File: src/rtl/pc_src_pkg.sv
// Shared constants for the next-PC select decoder: opcodes, branch funct3 codes and the
// PC-select encoding.
package pc_src_pkg;

   localparam logic [6:0] OPC_JAL    = 7'b1101111;
   localparam logic [6:0] OPC_JALR   = 7'b1100111;
   localparam logic [6:0] OPC_BRANCH = 7'b1100011;

   localparam logic [2:0] F3_BEQ  = 3'b000;
   localparam logic [2:0] F3_BNE  = 3'b001;
   localparam logic [2:0] F3_BLT  = 3'b100;
   localparam logic [2:0] F3_BGE  = 3'b101;
   localparam logic [2:0] F3_BLTU = 3'b110;
   localparam logic [2:0] F3_BGEU = 3'b111;

   localparam logic [2:0] F3_JALR = 3'b000;

   localparam logic [1:0] PCSEL_PC4 = 2'b00;
   localparam logic [1:0] PCSEL_ALU = 2'b01;
   localparam logic [1:0] PCSEL_RST = 2'b10;

endpackage

File: src/rtl/pc_src_branch_cond.sv
// Branch condition evaluator: maps a branch funct3 and the comparator flags to taken.
// Purely combinational; reserved funct3 codes (010/011) are never taken.
module pc_src_branch_cond
   import pc_src_pkg::*;
(
   input  logic [2:0] i_funct3,
   input  logic       i_br_eq,
   input  logic       i_br_lt,
   output logic       o_taken
);

   always_comb begin
      o_taken = 1'b0;
      case (i_funct3)
         F3_BEQ:  o_taken = i_br_eq;
         F3_BNE:  o_taken = ~i_br_eq;
         F3_BLT:  o_taken = i_br_lt;
         F3_BGE:  o_taken = ~i_br_lt;
         F3_BLTU: o_taken = i_br_lt;
         F3_BGEU: o_taken = ~i_br_lt;
         default: o_taken = 1'b0;
      endcase
   end

endmodule

File: src/rtl/pc_src.sv
// Next-PC select decoder with a registered kill pulse one cycle after any redirect.
// Optional macro PCSRC_STRICT_DECODE_EN tightens JALR funct3 and inst[1:0] checking.
module pc_src
   import pc_src_pkg::*;
(
   input  logic        clk,
   input  logic        rst,
   input  logic [31:0] inst,
   input  logic        BrEq,
   input  logic        BrLt,
   output logic [1:0]  src,
   output logic        kill
);

   logic [6:0] w_opcode;
   logic [2:0] w_funct3;
   logic       w_taken;
   logic       w_is_jal;
   logic       w_is_jalr;
   logic       w_is_branch;
   logic [1:0] w_src;
   logic       r_kill;
   logic       w_unused_inst;

   assign w_opcode      = inst[6:0];
   assign w_funct3      = inst[14:12];
   assign w_unused_inst = ^{inst[31:15], inst[11:7]};

   pc_src_branch_cond u_branch_cond (
      .i_funct3 (w_funct3),
      .i_br_eq  (BrEq),
      .i_br_lt  (BrLt),
      .o_taken  (w_taken)
   );

`ifdef PCSRC_STRICT_DECODE_EN
   logic w_len32;
   // Redundant with the full opcode compare, but kept explicit as a hard 32-bit guard.
   assign w_len32     = (inst[1:0] == 2'b11);
   assign w_is_jal    = w_len32 && (w_opcode == OPC_JAL);
   assign w_is_jalr   = w_len32 && (w_opcode == OPC_JALR) && (w_funct3 == F3_JALR);
   assign w_is_branch = w_len32 && (w_opcode == OPC_BRANCH);
`else
   assign w_is_jal    = (w_opcode == OPC_JAL);
   assign w_is_jalr   = (w_opcode == OPC_JALR);
   assign w_is_branch = (w_opcode == OPC_BRANCH);
`endif

   always_comb begin
      w_src = PCSEL_PC4;
      if (rst) begin
         w_src = PCSEL_RST;
      end else if (w_is_jal || w_is_jalr) begin
         w_src = PCSEL_ALU;
      end else if (w_is_branch && w_taken) begin
         w_src = PCSEL_ALU;
      end
   end

   always_ff @(posedge clk) begin
      if (rst) begin
         r_kill <= 1'b0;
      end else begin
         r_kill <= (w_src == PCSEL_ALU);
      end
   end

   assign src  = w_src;
   assign kill = r_kill;

endmodule

File: config.mk
export PLATFORM = sky130hd
export DESIGN_NAME = pc_src
export DESIGN_NICKNAME = d
export VERILOG_FILES = /design/src/rtl/pc_src_pkg.sv /design/src/rtl/pc_src_branch_cond.sv /design/src/rtl/pc_src.sv
export SDC_FILE = /design/constraint.sdc
export NUM_CORES = 1
export LEC_CHECK = 0
export ABC_AREA = 1
export CAP_MARGIN = 10
export CORE_AREA = 2 2 39 41
export CTS_CLUSTER_SIZE = 10
export DETAILED_ROUTE_END_ITERATION = 12
export DIE_AREA = 0 0 41 43
export PLACE_DENSITY = 0.72
export SETUP_SLACK_MARGIN = 0.02
export SKIP_LAST_GASP = 1
export SYNTH_ARGS = -nofsm -noshare
export SYNTH_HDL_FRONTEND = slang
export SYNTH_SLANG_ARGS = --single-unit
export TNS_END_PERCENT = 1
File: constraint.sdc
create_clock -name clk -period 1.66 [get_ports clk]
set_input_delay 0.415 -clock clk [delete_from_list [all_inputs] [get_ports clk]]
set_output_delay 0.415 -clock clk [all_outputs]
set_load 0.02 [all_outputs]
## Word-level counts from Yosys, hierarchy flattened

Index checks and enable logic that the tools add are counted.

| storage, ports and cells | value |
|---|---|
| register bits after elaboration | 1 |
| input bits | 36 |
| word-level logic and storage cells | 21 |

| cells by class | value |
|---|---|
| equal/unequal tests | 9 |
| muxes and demuxes | 4 |
| bitwise operators | 2 |
| reduce and logical (&&, ||, !) cells | 5 |

Operators by type and width:

| operator | number |
|---|---|
| 7-bit == test (second input constant) | 3 |
| 3-bit == test (second input constant) | 4 |
| 1-bit case mux with 4 select lines | 1 |
| 2-bit OR reduction | 2 |
| 3-bit by 1-bit == test with 1-bit output (second input constant) | 1 |
| 3-bit zero test | 1 |
| 2-bit by 1-bit == test with 1-bit output (second input constant) | 1 |
| 1-bit 2-to-1 mux | 2 |
| 2-bit 2-to-1 mux | 1 |
| 1-bit inverter | 2 |
| 1-bit logical AND | 1 |
| 1-bit logical OR | 1 |

## Logic depth before layout (Yosys ltp)

Gate-level depths: netlist of the first run.

| logic depth | value |
|---|---|
| depth in word-level cells | 8 |
| gate-level depth with buffers | 6 |
| mapped depth without buffers | 6 |

## Modules after synthesis

From an unflattened synthesis of the first run, not the netlist that was laid out.

| second synthesis, totals | value |
|---|---|
| cell total of the unflattened synthesis | 22 |
| area, all modules | 110.1 µm² |

Modules (own cells, without submodules):

| module | times used | cells an instance | area an instance (µm²) | sequential area each (µm²) |
|---|---|---|---|---|
| pc_src | 1 | 11 | 66.3 | 20.0 |
| pc_src_branch_cond | 1 | 11 | 43.8 | 0.0 |

## Worst setup path before layout of the first run

No wires, ideal clock.

| timing | value |
|---|---|
| kind | input to output |
| from | in BrEq |
| to | out src[0] |
| arrival time | 1,015 ps |
| slack | 230 ps |
| cell stages on the path | 6 |
| buffers on the path | 0 |
| cell sequence | inv_1 -> nand2_2 -> nand3_2 -> nand2_2 -> nand3_2 -> a21oi_1 |

| between the ends | value |
|---|---|
| longest elaborated chain between the ends | 6 |

Ends and longest elaborated chain:

| item | line | text |
|---|---|---|
| start, declared | pc_src.sv:9 | `input logic BrEq,` |
| 1-bit inverter | pc_src_branch_cond.sv:16 | `F3_BNE: o_taken = ~i_br_eq;` |
| 1-bit case mux with 4 select lines (*) | pc_src_branch_cond.sv:14 | `case (i_funct3)` |
| 1-bit logical AND (*) | pc_src.sv:55 | `end else if (w_is_branch && w_taken) begin` |
| 1-bit 2-to-1 mux (*) | pc_src.sv:55 |  |
| 1-bit 2-to-1 mux (*) | pc_src.sv:53 | `end else if (w_is_jal \|\| w_is_jalr) begin` |
| 2-bit 2-to-1 mux (*) | pc_src.sv:51 | `if (rst) begin` |
| end, declared | pc_src.sv:11 | `output logic [1:0] src,` |

Mark *: on every way between the ends. The rest lies on a longest branch, timed or not.

## Worst setup path after layout of the first run

| timing | value |
|---|---|
| from | in inst[2] |
| to | out src[0] |

| between the ends | value |
|---|---|
| longest elaborated chain between the ends | 5 |
| elaborated cells between the ends (all ways) | 8 |
| those cells by class | eq/ne (3); mux (3); reduce/logical (2) |

Ends and longest elaborated chain:

| item | line | text |
|---|---|---|
| start, declared | pc_src.sv:8 | `input logic [31:0] inst,` |
| 7-bit == test | pc_src.sv:46 | `assign w_is_branch = (w_opcode == OPC_BRANCH);` |
| 1-bit logical AND | pc_src.sv:55 |  |
| 1-bit 2-to-1 mux | pc_src.sv:55 |  |
| 1-bit 2-to-1 mux (*) | pc_src.sv:53 |  |
| 2-bit 2-to-1 mux (*) | pc_src.sv:51 |  |

Marked as above.

==> results of run 1 <==
-- how the worst min path moves through the flow --
stage,cells after the start,slack [ns],from,to
finish,5,0.82,inst[3],kill
CTS,3,1.06,inst[1],kill
global route,5,0.85,inst[3],kill
floorplan,2,0.57,inst[2],kill
global placement,3,1.03,inst[1],kill
detailed placement,3,1.04,inst[1],kill
-- tightest hold or removal path, cell delays in order --
cell and delay, ns:
dlymetal6s2s_1 0.08, inv_1 0.05, nand3_2 0.08, buf_4 0.10, a21oi_1 0.05
-- cells in the mapped netlist (all sizes together) --
library cell	number
nor2	2
nand2	5
nand4	1
inv	9
a21oi	2
nand3	3
dfxtp	1
buf	1
-- stage by stage --
step	setup slack, ns	power [mW]	cells
2_1_floorplan	0.230	0.0448	24
3_3_place_gp	-0.683	0.0834	57
3_5_place_dp	-0.718	0.0838	57
4_1_cts	-0.235	0.0837	57
5_1_grt	0.0234	0.0847	58
6_report	0.0686	0.0792	58
-- what timing repair did --
item | CTS | global route
gates resized for setup | 7 | 13
cloned | 0 | 0
setup buffers | 0 | 1
hold buffers | 0 | 0
endpoints found under the hold margin | 0 | 0
endpoints found under the setup margin | 2 | 2
pin swaps | 0 | 6
-- layer usage --
layer | vias up | share of wire | global-route usage
met1 | 80 | 0.30 | 0.0222
met2 | 5 | 0.64 | 0.0906
li1 | 106 | - | -
met3 | 0 | 0.060 | 0
met4 | 0 | 0 | 0
met5 | - | 0 | 0
-- power breakdown --
group	internal (mW)	switching, mW
logic	0.0343	0.0202
clock network	0	0
registers	0.0247	0.0000363
total	0.0590	0.0202
-- layout make-up --
class / instances / area (µm²)
Fill cell: 153 / 1020
Inverter: 9 / 33.8
Multi-Input combinational cell: 13 / 81.3
Sequential cell: 1 / 20.0
Tap cell: 16 / 20.0
Timing Repair Buffer: 19 / 213
-- cells by family (layout without fill, tap and decap cells) --
kind of cell    count (synthesis)  count (layout)  share of synthesized area
simple gates                   11              11                      0.487
buf+inv                        10              28                      0.297
compound gates                  2               2                     0.0721
flops                           1               1                      0.144
==> out/results.tsv, run 1 <==
metric	value	unit
most common cell after layout, fill and taps aside	dlymetal6s2s_1	
diodes inserted	0	
largest net degree at the start of global routing	4	
Clock Pin Slew Worst Setup and Hold Paths	0	ns
Synth Register Bits	1	
post-route ant nets	0	
synth unique cells	10	
syn nets	60	
Die Y-Extent	43	µm
post-route clock period utilization	0.959	
Residual DRC	0	
nets@finish	80	
synth top area cells	nand3_2 (22%), inv_1 (22%), dfxtp_1 (14%)	
antenna violations before repair	0	
Vias/cell	3.29	
slew margin rel.	0.858	
Hold/Removal Path Class	input pin to flop	
hpwl dp	334	µm
Die W	41	µm
Critical Path Max Stage Delay	0.45	ns
Netlist Area Pre-Place	139	µm²
Remaining Overflow, GRT	0	
status	finished, final reports clean	
IO buf count	16	
max_cap viols	0	
CP Capture Type	output pin	
FP Rows	14	
GRT Total Usage	0.0360	
Fin. Hold Viols	0	
Pwr Density	215	nW/µm²
setup violators final	0	
Area growth syn-to-layout	165	%
Largest register FFs	1	
CP endpoint	src[0]	
Slowest-stage cell, CP	clkdlybuf4s50_1	
cell family with most CP delay	buffers and inverters	
worst path arrival time	1.18	ns
final instance area	368	µm²
die area	1760	µm²
via count	191	
Top Ports	39	
Mapped Cells	24	
DR WL/cell	6.90	µm
critical path launch point	inst[2]	
Iter 0 DRT Violations	0	
effective utilization at floorplan	0.100	
final wirelength	400	µm
Final GP Congestion	0.449	
RSZ-0062 raised after global routing	false	
worst hold slack	0.819	ns
Max VDD drop	0.0452	mV
Yosys top cell area share	0.216	
CP Buf/Inv Count	3	
CP Depth	4	
Worst Path Required	1.24	ns
final core occ	0.266	
most frequent cells in the layout	dlymetal6s2s_1 (12), inv_1 (8), nand2_1 (3), nand3_2 (3), buf_4 (3)	
min Tclk post-route	1.59	ns
core area	1380	µm²
CP Class	input pin to output pin	
P_leak	0.275	nW
sequential fraction of the synthesis area	0.144	
Crit Path Max Fanout	2	
Pre-antenna DRT Iters	1	
first-pass GRT wire length	496	µm
crit-path cells	clkdlybuf4s50_1 > inv_1 > a21oi_2 > buf_6	
Placed Area	327	µm²
fraction of layout cells with a size suffix above 1	0.262	
worst slew pin tran	0.213	ns
Fmax	628	MHz
Slew Viols, Final	0	
Syn. warnings	0	
setup TNS	0	ns
vias in the first global route	164	
Critical Path Start Type	input pin	
Mapped Avg Cell Area	5.79	µm²
Synth area leader	nand3_2	
Note: power is estimated with default switching activity, not from simulation.
==> run 2, diff against run 1 <==
--- a/config.mk
+++ b/config.mk
@@ -6,11 +6,12 @@
 export NUM_CORES = 1
 export LEC_CHECK = 0
 export ABC_AREA = 1
-export CAP_MARGIN = 10
+export CAP_MARGIN = 25
 export CORE_AREA = 2 2 39 41
 export CTS_CLUSTER_SIZE = 10
 export DETAILED_ROUTE_END_ITERATION = 12
 export DIE_AREA = 0 0 41 43
+export GPL_TIMING_DRIVEN = 0
 export PLACE_DENSITY = 0.72
 export SETUP_SLACK_MARGIN = 0.02
 export SKIP_LAST_GASP = 1
==> out/results.tsv, run 2 (synthesis gave the netlist of run 1 again) <==
metric	value	unit	change
min Tclk post-route	1.56	ns	-0.0329 ns
Worst Path Required	1.24	ns	about the same
Crit Path Max Fanout	2		unchanged
post-route clock period utilization	0.939		-0.0198
CTS hold repair buffers	0		unchanged
Largest register FFs	1		unchanged
die area	1760	µm²	unchanged
post-placement cell count	56		-1.8%
DR WL/cell	6.04	µm	-12%
most common cell after layout, fill and taps aside	dlygate4sd2_1		
Residual DRC	0		unchanged
Switching Fraction	0.276		+0.0206
combinational power share	0.651		-0.037
Die Y-Extent	43	µm	unchanged
Area growth syn-to-layout	121	%	
Slew Viols, Final	0		unchanged
RSZ-0062 raised after global routing	false		
P_int	0.0513	mW	-13%
vias in the first global route	136		-17%
final core occ	0.222		-0.0443
Net Sw Power	0.0195	mW	-3.4%
setup violators final	0		unchanged
CP Capture Type	output pin		
core area	1380	µm²	unchanged
slew margin rel.	0.862		+0.00392
Iter 0 DRT Violations	0		unchanged
status	finished, final reports clean		
Critical Path Start Type	input pin		
IO buf count	16		unchanged
Top Ports	39		unchanged
max_cap viols	0		unchanged
Post-Layout Cell Count	56		-3.4%
Remaining Overflow, GRT	0		unchanged
worst slew pin tran	0.207	ns	-0.00586 ns
PnR Total Power	0.0708	mW	-11%
Critical Path Max Stage Delay	0.24	ns	-0.21 ns
Slowest-stage cell, CP	dlygate4sd2_1		
Post-CTS Setup Inserts	0		unchanged
Hold Crit Depth	3		-2
final wirelength	338	µm	-16%
most frequent cells in the layout	dlygate4sd2_1 (8), inv_1 (6)		
setup TNS	0	ns	unchanged
effective utilization at floorplan	0.100		unchanged
Max VDD drop	0.0387	mV	-14%
first-pass GRT wire length	455	µm	-8.3%
Fmax	642	MHz	+2.1%
Clk network pwr share	0		unchanged
antenna violations before repair	0		unchanged
diodes inserted	0		unchanged
FP Rows	14		unchanged
Die W	41	µm	unchanged
hold endpoint	kill		
crit-path cells	dlygate4sd2_1 > nor2_1 > nand4_1 > a21oi_2 > buf_6		
hpwl dp	336	µm	+0.51%
CP Class	input pin to output pin		
min-delay src	inst[2]		
post-route ant nets	0		unchanged
Final GP Congestion	0.465		+3.6%
nets@finish	78		-2.5%
Vias/cell	3.25		-1.3%
P_leak	0.176	nW	-36%
Clock Pin Slew Worst Setup and Hold Paths	0	ns	unchanged
Pwr Density	231	nW/µm²	+7.3%
Pre-antenna DRT Iters	1		unchanged
Hold/Removal Path Class	input pin to flop		
worst path arrival time	1.14	ns	-0.04 ns
GRT Total Usage	0.0340		-0.00200
via count	182		-4.7%
Reg power frac	0.349		+0.037
fraction of layout cells with a size suffix above 1	0.325		+0.0631
Fin. Hold Viols	0		unchanged
largest net degree at the start of global routing	4		unchanged
==> run 2: power by group through the flow <==
stage	clock [mW]	combinational [mW]	sequential, mW
final	0	0.0461	0.0247
after global routing	0	0.0510	0.0248
after CTS	0	0.0474	0.0248
after detailed placement	0	0.0567	0.0248
after global placement	0	0.0562	0.0247
after floorplan	0	0.0198	0.0250
==> run 2: worst max-delay path by stage <==
stage                     startpoint  endpoint
after global placement      inst[12]    src[0]
after CTS                   inst[13]    src[0]
after global routing         inst[5]    src[0]
after detailed placement    inst[12]    src[0]
final                            rst    src[0]
after floorplan                 BrEq    src[0]
==> run 2: layout make-up <==
class                      instances  area [µm²]
sequential                         1        20.0
tap                               16        20.0
inverter                           9        33.8
fill                             158        1080
multi-input combinational         13        81.3
buffer                             1        7.51
timing repair buffer              16         144
==> run 2: critical path, delay by kind of cell <==
| family | cells | cell delay (ns) |
|---|---|---|
| compound gates | 1 | 0.14 |
| buf+inv | 2 | 0.37 |
| simple gates | 2 | 0.21 |
==> run 2: repair_timing <==
action                                  CTS  global route
endpoints found under the setup margin    2             1
pin swaps                                 8             5
gates resized for setup                  22             9
==> run 2: through the flow <==
stage / cell area [µm²] / setup slack [ns] / hold slack (ns)
6_report: 307 / 0.101 / 0.716
5_1_grt: 307 / 0.0317 / 0.735
4_1_cts: 308 / 0.0255 / 0.849
3_5_place_dp: 319 / -0.711 / 0.996
3_3_place_gp: 319 / -0.692 / 0.992
2_1_floorplan: 139 / 0.230 / 0.568
==> run 2: routing by layer <==
metal / track usage / wire, µm / vias to the layer above
met2: 0.0813 / 200 / 5
met1: 0.0254 / 114 / 76
met3: 0 / 23 / 0
li1: - / - / 101
met4: 0 / 0 / 0
met5: 0 / 0 / -
